[config.mk]
export PLATFORM = sky130hd
export DESIGN_NAME = dmem_arbiter_flat
export DESIGN_NICKNAME = d
export VERILOG_FILES = /design/src/rtl/dmem_arb_pkg.sv /design/src/rtl/dmem_arbiter_if.sv /design/src/rtl/dmem_arb_grant.sv /design/src/rtl/dmem_arbiter.sv /design/src/flat_wrapper.sv
export SDC_FILE = /design/constraint.sdc
export NUM_CORES = 1
export LEC_CHECK = 0
export ABC_AREA = 1
export BUFFER_PORTS_ARGS = -buffer_cell sky130_fd_sc_hd__buf_2
export CAP_MARGIN = 20
export CORE_AREA = 2 2 92 94
export DETAILED_ROUTE_END_ITERATION = 16
export DIE_AREA = 0 0 94 96
export GPL_TIMING_DRIVEN = 0
export SLEW_MARGIN = 10
export SYNTH_ARGS = -nofsm -noshare
export SYNTH_HDL_FRONTEND = slang
export SYNTH_HIERARCHICAL = 1
export SYNTH_SLANG_ARGS = --single-unit
[constraint.sdc]
create_clock -name clock -period 0.9 [get_ports clock]
set_input_delay 0.09 -clock clock [delete_from_list [all_inputs] [get_ports clock]]
set_output_delay 0.09 -clock clock [all_outputs]
set_load 0.01 [all_outputs]
[src/rtl/dmem_arb_pkg.sv]
// rtl/dmem_arb_pkg.sv - shared widths, requester id type and arbitration pointer encoding
package dmem_arb_pkg;

    localparam int ADDR_W_DEF = 12;
    localparam int DATA_W_DEF = 32;

    // Requester id carried down the read tag pipeline: 0 = processor, 1 = loader/debug
    typedef logic [0:0] req_id_t;

    localparam req_id_t ID_R0 = 1'b0;
    localparam req_id_t ID_R1 = 1'b1;

    // Round-robin pointer: which requester is currently preferred
    typedef enum logic {
        PRI0 = 1'b0,
        PRI1 = 1'b1
    } arb_state_e;

endpackage

[src/rtl/dmem_arbiter_if.sv]
// rtl/dmem_arbiter_if.sv - two requester ports plus shared dmem port of the arbiter
interface dmem_arbiter_if
    import dmem_arb_pkg::*;
#(
    parameter int ADDR_W = ADDR_W_DEF,
    parameter int DATA_W = DATA_W_DEF
);
    logic              r0_valid;
    logic              r0_ready;
    logic [ADDR_W-1:0] r0_addr;
    logic [DATA_W-1:0] r0_wdata;
    logic              r0_wren;
    logic              r0_rsp_valid;
    logic [DATA_W-1:0] r0_rdata;

    logic              r1_valid;
    logic              r1_ready;
    logic [ADDR_W-1:0] r1_addr;
    logic [DATA_W-1:0] r1_wdata;
    logic              r1_wren;
    logic              r1_rsp_valid;
    logic [DATA_W-1:0] r1_rdata;

    logic [ADDR_W-1:0] mem_address;
    logic [DATA_W-1:0] mem_data;
    logic              mem_wren;
    logic [DATA_W-1:0] mem_q;

    // Requesters and dmem model side
    modport master (
        output r0_valid, r0_addr, r0_wdata, r0_wren,
        input  r0_ready, r0_rsp_valid, r0_rdata,
        output r1_valid, r1_addr, r1_wdata, r1_wren,
        input  r1_ready, r1_rsp_valid, r1_rdata,
        input  mem_address, mem_data, mem_wren,
        output mem_q
    );

    // Arbiter side
    modport slave (
        input  r0_valid, r0_addr, r0_wdata, r0_wren,
        output r0_ready, r0_rsp_valid, r0_rdata,
        input  r1_valid, r1_addr, r1_wdata, r1_wren,
        output r1_ready, r1_rsp_valid, r1_rdata,
        output mem_address, mem_data, mem_wren,
        input  mem_q
    );

endinterface

[src/rtl/dmem_arb_grant.sv]
// rtl/dmem_arb_grant.sv - grant logic; round-robin pointer FSM when DMEM_ARB_RR_EN is defined
module dmem_arb_grant
    import dmem_arb_pkg::*;
(
    input  logic clk_i,
    input  logic rst_i,
    input  logic r0_valid_i,
    input  logic r1_valid_i,
    output logic gnt0_o,
    output logic gnt1_o
);

`ifdef DMEM_ARB_RR_EN
    arb_state_e state_q;

    // Grant the preferred requester if it is asking, otherwise the other one
    always_comb begin
        gnt0_o = 1'b0;
        gnt1_o = 1'b0;
        if (!rst_i) begin
            if (state_q == PRI1) begin
                gnt1_o = r1_valid_i;
                gnt0_o = r0_valid_i && !r1_valid_i;
            end else begin
                gnt0_o = r0_valid_i;
                gnt1_o = r1_valid_i && !r0_valid_i;
            end
        end
    end

    // Pointer moves to the requester that just lost its turn; holds when idle
    always_ff @(posedge clk_i) begin
        if (rst_i) begin
            state_q <= PRI0;
        end else if (gnt0_o) begin
            state_q <= PRI1;
        end else if (gnt1_o) begin
            state_q <= PRI0;
        end
    end
`else
    // Fixed priority needs no state, so the clock is left unconnected internally
    logic unused_clk;
    assign unused_clk = clk_i;

    // Processor always wins; nothing is granted while reset is high
    always_comb begin
        gnt0_o = r0_valid_i && !rst_i;
        gnt1_o = r1_valid_i && !r0_valid_i && !rst_i;
    end
`endif

endmodule

[src/rtl/dmem_arbiter.sv]
// rtl/dmem_arbiter.sv - two-requester dmem arbiter with read tag pipeline (option: DMEM_ARB_RR_EN)
module dmem_arbiter
    import dmem_arb_pkg::*;
#(
    parameter int ADDR_W = ADDR_W_DEF,
    parameter int DATA_W = DATA_W_DEF,
    parameter int RD_LAT = 1
)(
    input  logic           clock,
    input  logic           reset,
    dmem_arbiter_if.slave  bus
);

    logic              gnt0;
    logic              gnt1;
    logic              rd_issue;
    logic [RD_LAT-1:0] tag_vld_q;
    logic [RD_LAT-1:0] tag_vld_d;
    logic [RD_LAT-1:0] tag_id_q;
    logic [RD_LAT-1:0] tag_id_d;
    logic              rsp_vld;
    req_id_t           rsp_id;

    dmem_arb_grant u_grant (
        .clk_i      (clock),
        .rst_i      (reset),
        .r0_valid_i (bus.r0_valid),
        .r1_valid_i (bus.r1_valid),
        .gnt0_o     (gnt0),
        .gnt1_o     (gnt1)
    );

    assign bus.r0_ready = gnt0;
    assign bus.r1_ready = gnt1;

    // Drive the shared dmem port from the granted request, or all zeros when idle
    always_comb begin
        bus.mem_address = '0;
        bus.mem_data    = '0;
        bus.mem_wren    = 1'b0;
        rd_issue        = 1'b0;
        if (gnt0) begin
            bus.mem_address = bus.r0_addr;
            bus.mem_data    = bus.r0_wdata;
            bus.mem_wren    = bus.r0_wren;
            rd_issue        = !bus.r0_wren;
        end else if (gnt1) begin
            bus.mem_address = bus.r1_addr;
            bus.mem_data    = bus.r1_wdata;
            bus.mem_wren    = bus.r1_wren;
            rd_issue        = !bus.r1_wren;
        end
    end

    // Shift read tags one stage per cycle; stage 0 captures the read issued now
    always_comb begin
        tag_vld_d    = '0;
        tag_id_d     = '0;
        tag_vld_d[0] = rd_issue;
        tag_id_d[0]  = gnt1;
        for (int i = 1; i < RD_LAT; i++) begin
            tag_vld_d[i] = tag_vld_q[i-1];
            tag_id_d[i]  = tag_id_q[i-1];
        end
    end

    // Tag pipeline registers; reset drops every read in flight
    always_ff @(posedge clock) begin
        if (reset) begin
            tag_vld_q <= '0;
            tag_id_q  <= '0;
        end else begin
            tag_vld_q <= tag_vld_d;
            tag_id_q  <= tag_id_d;
        end
    end

    // Last stage lines up with mem_q; route it to the requester that issued the read
    always_comb begin
        rsp_vld          = tag_vld_q[RD_LAT-1] && !reset;
        rsp_id           = tag_id_q[RD_LAT-1];
        bus.r0_rsp_valid = rsp_vld && (rsp_id == ID_R0);
        bus.r1_rsp_valid = rsp_vld && (rsp_id == ID_R1);
        bus.r0_rdata     = bus.r0_rsp_valid ? bus.mem_q : '0;
        bus.r1_rdata     = bus.r1_rsp_valid ? bus.mem_q : '0;
    end

endmodule

[src/flat_wrapper.sv]
// flat-port wrapper written by rule: the top's interface ports become plain ports
module dmem_arbiter_flat import dmem_arb_pkg::*;
#(
    parameter int ADDR_W = ADDR_W_DEF,
    parameter int DATA_W = DATA_W_DEF,
    parameter int RD_LAT = 1
)
  (clock, reset, bus_r0_valid, bus_r0_addr, bus_r0_wdata, bus_r0_wren, bus_r0_ready, bus_r0_rsp_valid, bus_r0_rdata, bus_r1_valid, bus_r1_addr, bus_r1_wdata, bus_r1_wren, bus_r1_ready, bus_r1_rsp_valid, bus_r1_rdata, bus_mem_address, bus_mem_data, bus_mem_wren, bus_mem_q);
  dmem_arbiter_if #(.ADDR_W(ADDR_W), .DATA_W(DATA_W)) bus_i ();
  input  logic clock;
  input  logic reset;
  input wire logic [$bits(bus_i.r0_valid)-1:0] bus_r0_valid;
  input wire logic [$bits(bus_i.r0_addr)-1:0] bus_r0_addr;
  input wire logic [$bits(bus_i.r0_wdata)-1:0] bus_r0_wdata;
  input wire logic [$bits(bus_i.r0_wren)-1:0] bus_r0_wren;
  output wire logic [$bits(bus_i.r0_ready)-1:0] bus_r0_ready;
  output wire logic [$bits(bus_i.r0_rsp_valid)-1:0] bus_r0_rsp_valid;
  output wire logic [$bits(bus_i.r0_rdata)-1:0] bus_r0_rdata;
  input wire logic [$bits(bus_i.r1_valid)-1:0] bus_r1_valid;
  input wire logic [$bits(bus_i.r1_addr)-1:0] bus_r1_addr;
  input wire logic [$bits(bus_i.r1_wdata)-1:0] bus_r1_wdata;
  input wire logic [$bits(bus_i.r1_wren)-1:0] bus_r1_wren;
  output wire logic [$bits(bus_i.r1_ready)-1:0] bus_r1_ready;
  output wire logic [$bits(bus_i.r1_rsp_valid)-1:0] bus_r1_rsp_valid;
  output wire logic [$bits(bus_i.r1_rdata)-1:0] bus_r1_rdata;
  output wire logic [$bits(bus_i.mem_address)-1:0] bus_mem_address;
  output wire logic [$bits(bus_i.mem_data)-1:0] bus_mem_data;
  output wire logic [$bits(bus_i.mem_wren)-1:0] bus_mem_wren;
  input wire logic [$bits(bus_i.mem_q)-1:0] bus_mem_q;
  assign bus_i.r0_valid = bus_r0_valid;
  assign bus_i.r0_addr = bus_r0_addr;
  assign bus_i.r0_wdata = bus_r0_wdata;
  assign bus_i.r0_wren = bus_r0_wren;
  assign bus_r0_ready = bus_i.r0_ready;
  assign bus_r0_rsp_valid = bus_i.r0_rsp_valid;
  assign bus_r0_rdata = bus_i.r0_rdata;
  assign bus_i.r1_valid = bus_r1_valid;
  assign bus_i.r1_addr = bus_r1_addr;
  assign bus_i.r1_wdata = bus_r1_wdata;
  assign bus_i.r1_wren = bus_r1_wren;
  assign bus_r1_ready = bus_i.r1_ready;
  assign bus_r1_rsp_valid = bus_i.r1_rsp_valid;
  assign bus_r1_rdata = bus_i.r1_rdata;
  assign bus_mem_address = bus_i.mem_address;
  assign bus_mem_data = bus_i.mem_data;
  assign bus_mem_wren = bus_i.mem_wren;
  assign bus_i.mem_q = bus_mem_q;
  dmem_arbiter #(.ADDR_W(ADDR_W), .DATA_W(DATA_W), .RD_LAT(RD_LAT)) u_core (.clock(clock), .reset(reset), .bus(bus_i));
endmodule
## Yosys cells after proc, flatten, opt, wreduce, memory -nomap -nowiden

Cells that the tools add are included.

| word-level totals | value |
|---|---|
| bits in latches | 0 |
| output and inout bits | 113 |
| memories kept | 0 |
| input port bits | 126 |
| logic and storage cells | 23 |
| bits in registers | 2 |
| ROM bits | 0 |
| memory bits (writable) | 0 |

| operators by class | value |
|---|---|
| shift-type cells | 0 |
| reduce and logical (&&, ||, !) cells | 10 |
| muxes and demuxes | 10 |
| order comparisons | 0 |
| add/subtract/negate cells | 0 |
| multiply operators | 0 |
| eq/ne operators | 0 |
| div/mod/pow operators | 0 |
| bitwise logic cells | 1 |

Operator list:

| kind | count |
|---|---|
| $mux 32 | 4 |
| $mux 12 | 2 |
| $logic_and 1x1->1 | 6 |
| $logic_not 1->1 | 4 |
| $mux 1 | 4 |
| $not 1->1 | 1 |

## Longest topological paths before layout

| logic depth | value |
|---|---|
| depth in word-level cells | 5 |
| mapped depth | 7 |
| gate-level depth less buffers | 5 |

## Hierarchy

Netlist, hierarchy kept.

By module, submodules not included:

| module | instances | seq. area each (um2) | cells each | area an instance (um2) |
|---|---|---|---|---|
| dmem_arbiter | 1 | 40.0 | 265 | 1288.7 |
| dmem_arb_grant | 1 | 0.0 | 4 | 20.0 |

## Least setup slack after synthesis

OpenSTA, ideal clock, no wires.

| path | value |
|---|---|
| path kind | input -> output |
| from | input bus_r0_valid |
| to | output bus_mem_data[10] |
| required time | 810 ps |
| stages | 7 |
| setup slack | -56 ps |
| arrival time | 866 ps |
| path through | inv_2 nand2_2 nor2_2 buf_4 buf_2 nand3_1 nand2_1 |

| between the ends | value |
|---|---|
| cells in the longest elaborated chain, start to end | 5 |

RTL lines:

| what | line | RTL |
|---|---|---|
| from (decl) | flat_wrapper.sv:12 | `input wire logic [$bits(bus_i.r0_valid)-1:0] bus_r0_valid;` |
| $logic_not 1->1 | dmem_arb_grant.sv:49 | `gnt1_o = r1_valid_i && !r0_valid_i && !rst_i;` |
| $logic_and 1x1->1 (2 in series) | dmem_arb_grant.sv:49 |  |
| named net bus_r1_ready | flat_wrapper.sv:23 | `output wire logic [$bits(bus_i.r1_ready)-1:0] bus_r1_ready;` |
| $mux 32 | dmem_arbiter.sv:47 | `end else if (gnt1) begin` |
| $mux 32 | dmem_arbiter.sv:42 | `if (gnt0) begin` |
| to (decl) | flat_wrapper.sv:27 | `output wire logic [$bits(bus_i.mem_data)-1:0] bus_mem_data;` |

The timed path passes the listed nets, and every way through them passes these cells.

## Final worst setup path

| path | value |
|---|---|
| from | register u_core.tag_id_q, in the netlist u_core/rsp_id |
| to | output bus_r0_rdata[11] |

| between the ends | value |
|---|---|
| cells in the longest elaborated chain, start to end | 3 |

RTL lines:

| what | line | RTL |
|---|---|---|
| from (decl) | dmem_arbiter.sv:19 | `logic [RD_LAT-1:0] tag_id_q;` |
| from (signal assigned) | dmem_arbiter.sv:74 | `tag_id_q <= tag_id_d;` |
| $not 1->1 | dmem_arbiter.sv:82 | `bus.r0_rsp_valid = rsp_vld && (rsp_id == ID_R0);` |
| $logic_and 1x1->1 | dmem_arbiter.sv:82 |  |
| $mux 32 | dmem_arbiter.sv:84 | `bus.r0_rdata = bus.r0_rsp_valid ? bus.mem_q : '0;` |
| to (decl) | flat_wrapper.sv:18 | `output wire logic [$bits(bus_i.r0_rdata)-1:0] bus_r0_rdata;` |

Every way passes these cells.

==> reports/metrics.sh <==
STATUS='finished, violations left'
VIOLATED_CHECKS='setup timing'
GRT_ANTENNA_BEFORE_REPAIR=0
TRITONCTS='done'
DRT-TOTAL-WL_UM=8460
CRITICAL_PATH.N_BUFFERS_INVERTERS=2
HTREE_LEVELS=1
MAXIMUM_NUMBER_OF_PINS_ON_ONE_NET_BEFORE_GLOBAL_ROUTE_REPAIR=11
FP.DIEW_UM=94
HOLDBUFCOUNTCTS=0
STARTING_DENSITY_OF_THE_CORE_PCT=16.3
FILLERINSTANCES=747
INITIALDRTVIOLATIONCOUNT=41
TIMING.CRITICAL_PATH.SLOWEST_CELL_DELAY_PS=320
LAYOUT-AREA-OVERHEAD-VS-SYNTH_PCT=207
PORT_BUFFERS=238
DESIGN.DIE.AREA_UM2=9020
LEAKAGE_POWER_nW=2.39
TOP_USAGE_LAYER='met2'
WORST_SLEW_MARGIN_REL_PCT=87.1
MIN_DELAY_WORST_ENDPOINT='u_core/rsp_id'
FIRST_GLOBAL_VIAS=2531
CP.REQUIRED_PS=810
YS_FF_LATCH=2
CRIT_CHAIN='nand3b_4 > buf_6 > nor2_1 > buf_2'
SYN_AREA_PER_CELL_UM2=4.87
FRACTION_OF_LAYOUT_INSTANCES_USING_A_DRIVE_STRENGTH_ABOVE_1_PCT=79.6
DRC=0
CLKSINKCOUNT=2
FMAXACHIEVABLE_GHz=0.785
IOPINCOUNT=239
GLOBAL_ROUTE.USAGE.MET1_PCT=15.6
FINAL_MAX_SLEW_VIOL_COUNT=0
GR-TOTAL-OVERFLOW=0
SYNTH.CELL_AREA_UM2=1310
CRIT_PATH_SETUP_SLACK_LAYOUT_PS=-373
DESIGN.CORE.AREA_UM2=8050
FINALINSTANCEAREA_UM2=4010
IR_WORST_VDD_uV=227
PLACE_CONGESTION=0.861
CP_TOP_FAMILY='buffers and inverters'
POWER-PER-CELL-AREA_nW_PER_UM2=450
SYNTH_WARNINGS=6
SYNTH.AREA.TOP_CELLS='sky130_fd_sc_hd__nand2_1, sky130_fd_sc_hd__nand3_1, sky130_fd_sc_hd__nor2_2, sky130_fd_sc_hd__inv_1, sky130_fd_sc_hd__nor2_1'
HOLD-PATH-CELL-COUNT=2
CP-END-KIND='primary output'
SETUP_VIOL=111
DIE_HEIGHT_UM=96
MULTI_INPUT_COMB_AREA_UM2=1470
CRITICAL_PATH.STARTPOINT_TYPE='flip-flop'
POSTROUTEANTENNANETS=0
NUM_VIAS=2793
SYN-INSTANCE-COUNT=269
UTILIZATION_PCT=49.9
GLOBAL_ROUTE_WIRE_LENGTH_BEFORE_REPAIR_UM=11500
CRITICAL_PATH_CLASS='flip-flop to primary output'
REGAREA_UM2=45.0
NETS=676
SYNTH_SEQUENTIAL_AREA_RATIO_PCT=3.06
HP-START='reset'
DP_HPWL_UM=5580
GRT_SETUP_UNREPAIRED='yes'
GRT.TOTAL_USAGE_PCT=15.7
STD_CELL_ROWS=33
ROUTE.DETAILED.WL_PER_INST_UM=13.0
TIMING.FINAL.CRIT_SHARE_PCT=141
YS_TYPES=16
GRT_UTIL_MET2_PCT=34.0
GROUTE.LAYER.MET3.USAGE_PCT=1.64
TRITONCTS.NUM_BUFFERS=3
TIMING.MAX_CAP.VIOLATIONS=0
CRITICAL_PATH_PEAK_FANOUT=10
DIODES=0
TYPE_OF_THE_TIGHTEST_MIN_DELAY_CHECK='input pin to flip-flop'
FINAL_HOLD_VIOS=0
DRT_PRE_ANTENNA_ITERS=4
CRITICAL_PATH_ARRIVAL_PS=1180
DRT-VIAS-PER-INSTANCE=4.28
TIGHTEST_SLEW_PS=194
PERIOD_NEEDED_PS=1270
CLK_PIN_SLEW_PS=30
POSTPLACECELLAREA_UM2=2650
CTS-ROOT-TO-SINK-BUFFERS=2
SYNTH_TOP_AREA_CELL='sky130_fd_sc_hd__nand2_1'
YOSYS.AREA.TOP_TYPE_SHARE_PCT=26.4
CTS_ROOT_BUFFER='sky130_fd_sc_hd__clkbuf_8'
CPMAXSTAGEDELAYCELL='sky130_fd_sc_hd__dfxtp_2'
NUMBER_OF_NETS_IN_THE_SYNTHESIZED_NETLIST=395
## flip-flops by register name (all words and copies together), names as in the netlist
| signal | cells |
|---|---|
| u_core/rsp_id | 1 |
| u_core/tag_vld_q | 1 |
## timing repair
item,in CTS,in global routing
gates cloned,16,0
buffers inserted,20,6
pin swaps,85,27
gates resized for setup,149,95
endpoints found under the setup margin,111,112
## layer usage
layer  part of all wire [%]  vias up
met3                    8.2        8
met5                      0        -
met1                     34     1272
met4                    1.0        0
li1                       -     1367
met2                     57      146
## report_power, final
group,internal [mW],leakage (nW),switching [mW]
clock network,0.282,0.0216,0.0606
logic,0.694,2.35,0.674
registers,0.0920,0.0175,0.00461
## cells by family (layout without fill, tap and decap cells)
group           after synthesis  in the layout  share of synthesized area (%)
compound gates                1              1                          0.382
buf+inv                      59            338                           24.3
flops                         2              2                           3.06
simple gates                207            207                           72.3
## layout by cell type (no fill, tap or decap), drive strengths merged
cell	count
nand3	46
clkinv	2
a21oi	1
clkbuf	5
nand3b	1
dfxtp	2
nand2	93
buf	293
inv	38
nor2	67
## cell type report
| cell class | count | area share [%] |
|---|---|---|
| Tap cell | 105 | 3.27 |
| Multi-Input combinational cell | 208 | 36.6 |
| Timing Repair inverter | 1 | 0.405 |
| Timing Repair Buffer | 275 | 46.5 |
| Sequential cell | 2 | 1.12 |
| Clock buffer | 3 | 1.03 |
| Inverter | 39 | 4.36 |
| Buffer | 20 | 6.76 |
## cell usage after synthesis (all sizes together)
cell / instances
clkbuf: 1
nand3b: 1
inv: 39
nand3: 46
nand2: 93
a21oi: 1
dfxtp: 2
nor2: 67
buf: 19
## metrics by stage
stage | hold slack [ps] | std cells | setup TNS, ps | setup WS (ps) | total power [mW]
floorplan | 161 | 269 | -961 | -22.6 | 0.494
global placement | 358 | 612 | -21330 | -324 | 0.959
detailed placement | 358 | 612 | -22710 | -364 | 0.967
CTS | 83.1 | 651 | -29540 | -354 | 1.67
global route | 64.5 | 653 | -35780 | -483 | 1.94
finish | 56.7 | 653 | -29170 | -373 | 1.81
## worst max-delay path by stage
stage,from,end,depth (start not counted),slack [ps]
final,u_core/rsp_id,bus_r0_rdata[11],4,-370
after global routing,u_core/rsp_id,bus_r0_rdata[11],4,-480
after CTS,u_core/rsp_id,bus_r0_rdata[28],4,-350
after detailed placement,reset,bus_mem_address[1],7,-360
after global placement,reset,bus_mem_address[5],8,-320
after floorplan,u_core/tag_vld_q,bus_r0_rdata[10],3,-20
Power figures use the tool's default switching activity.
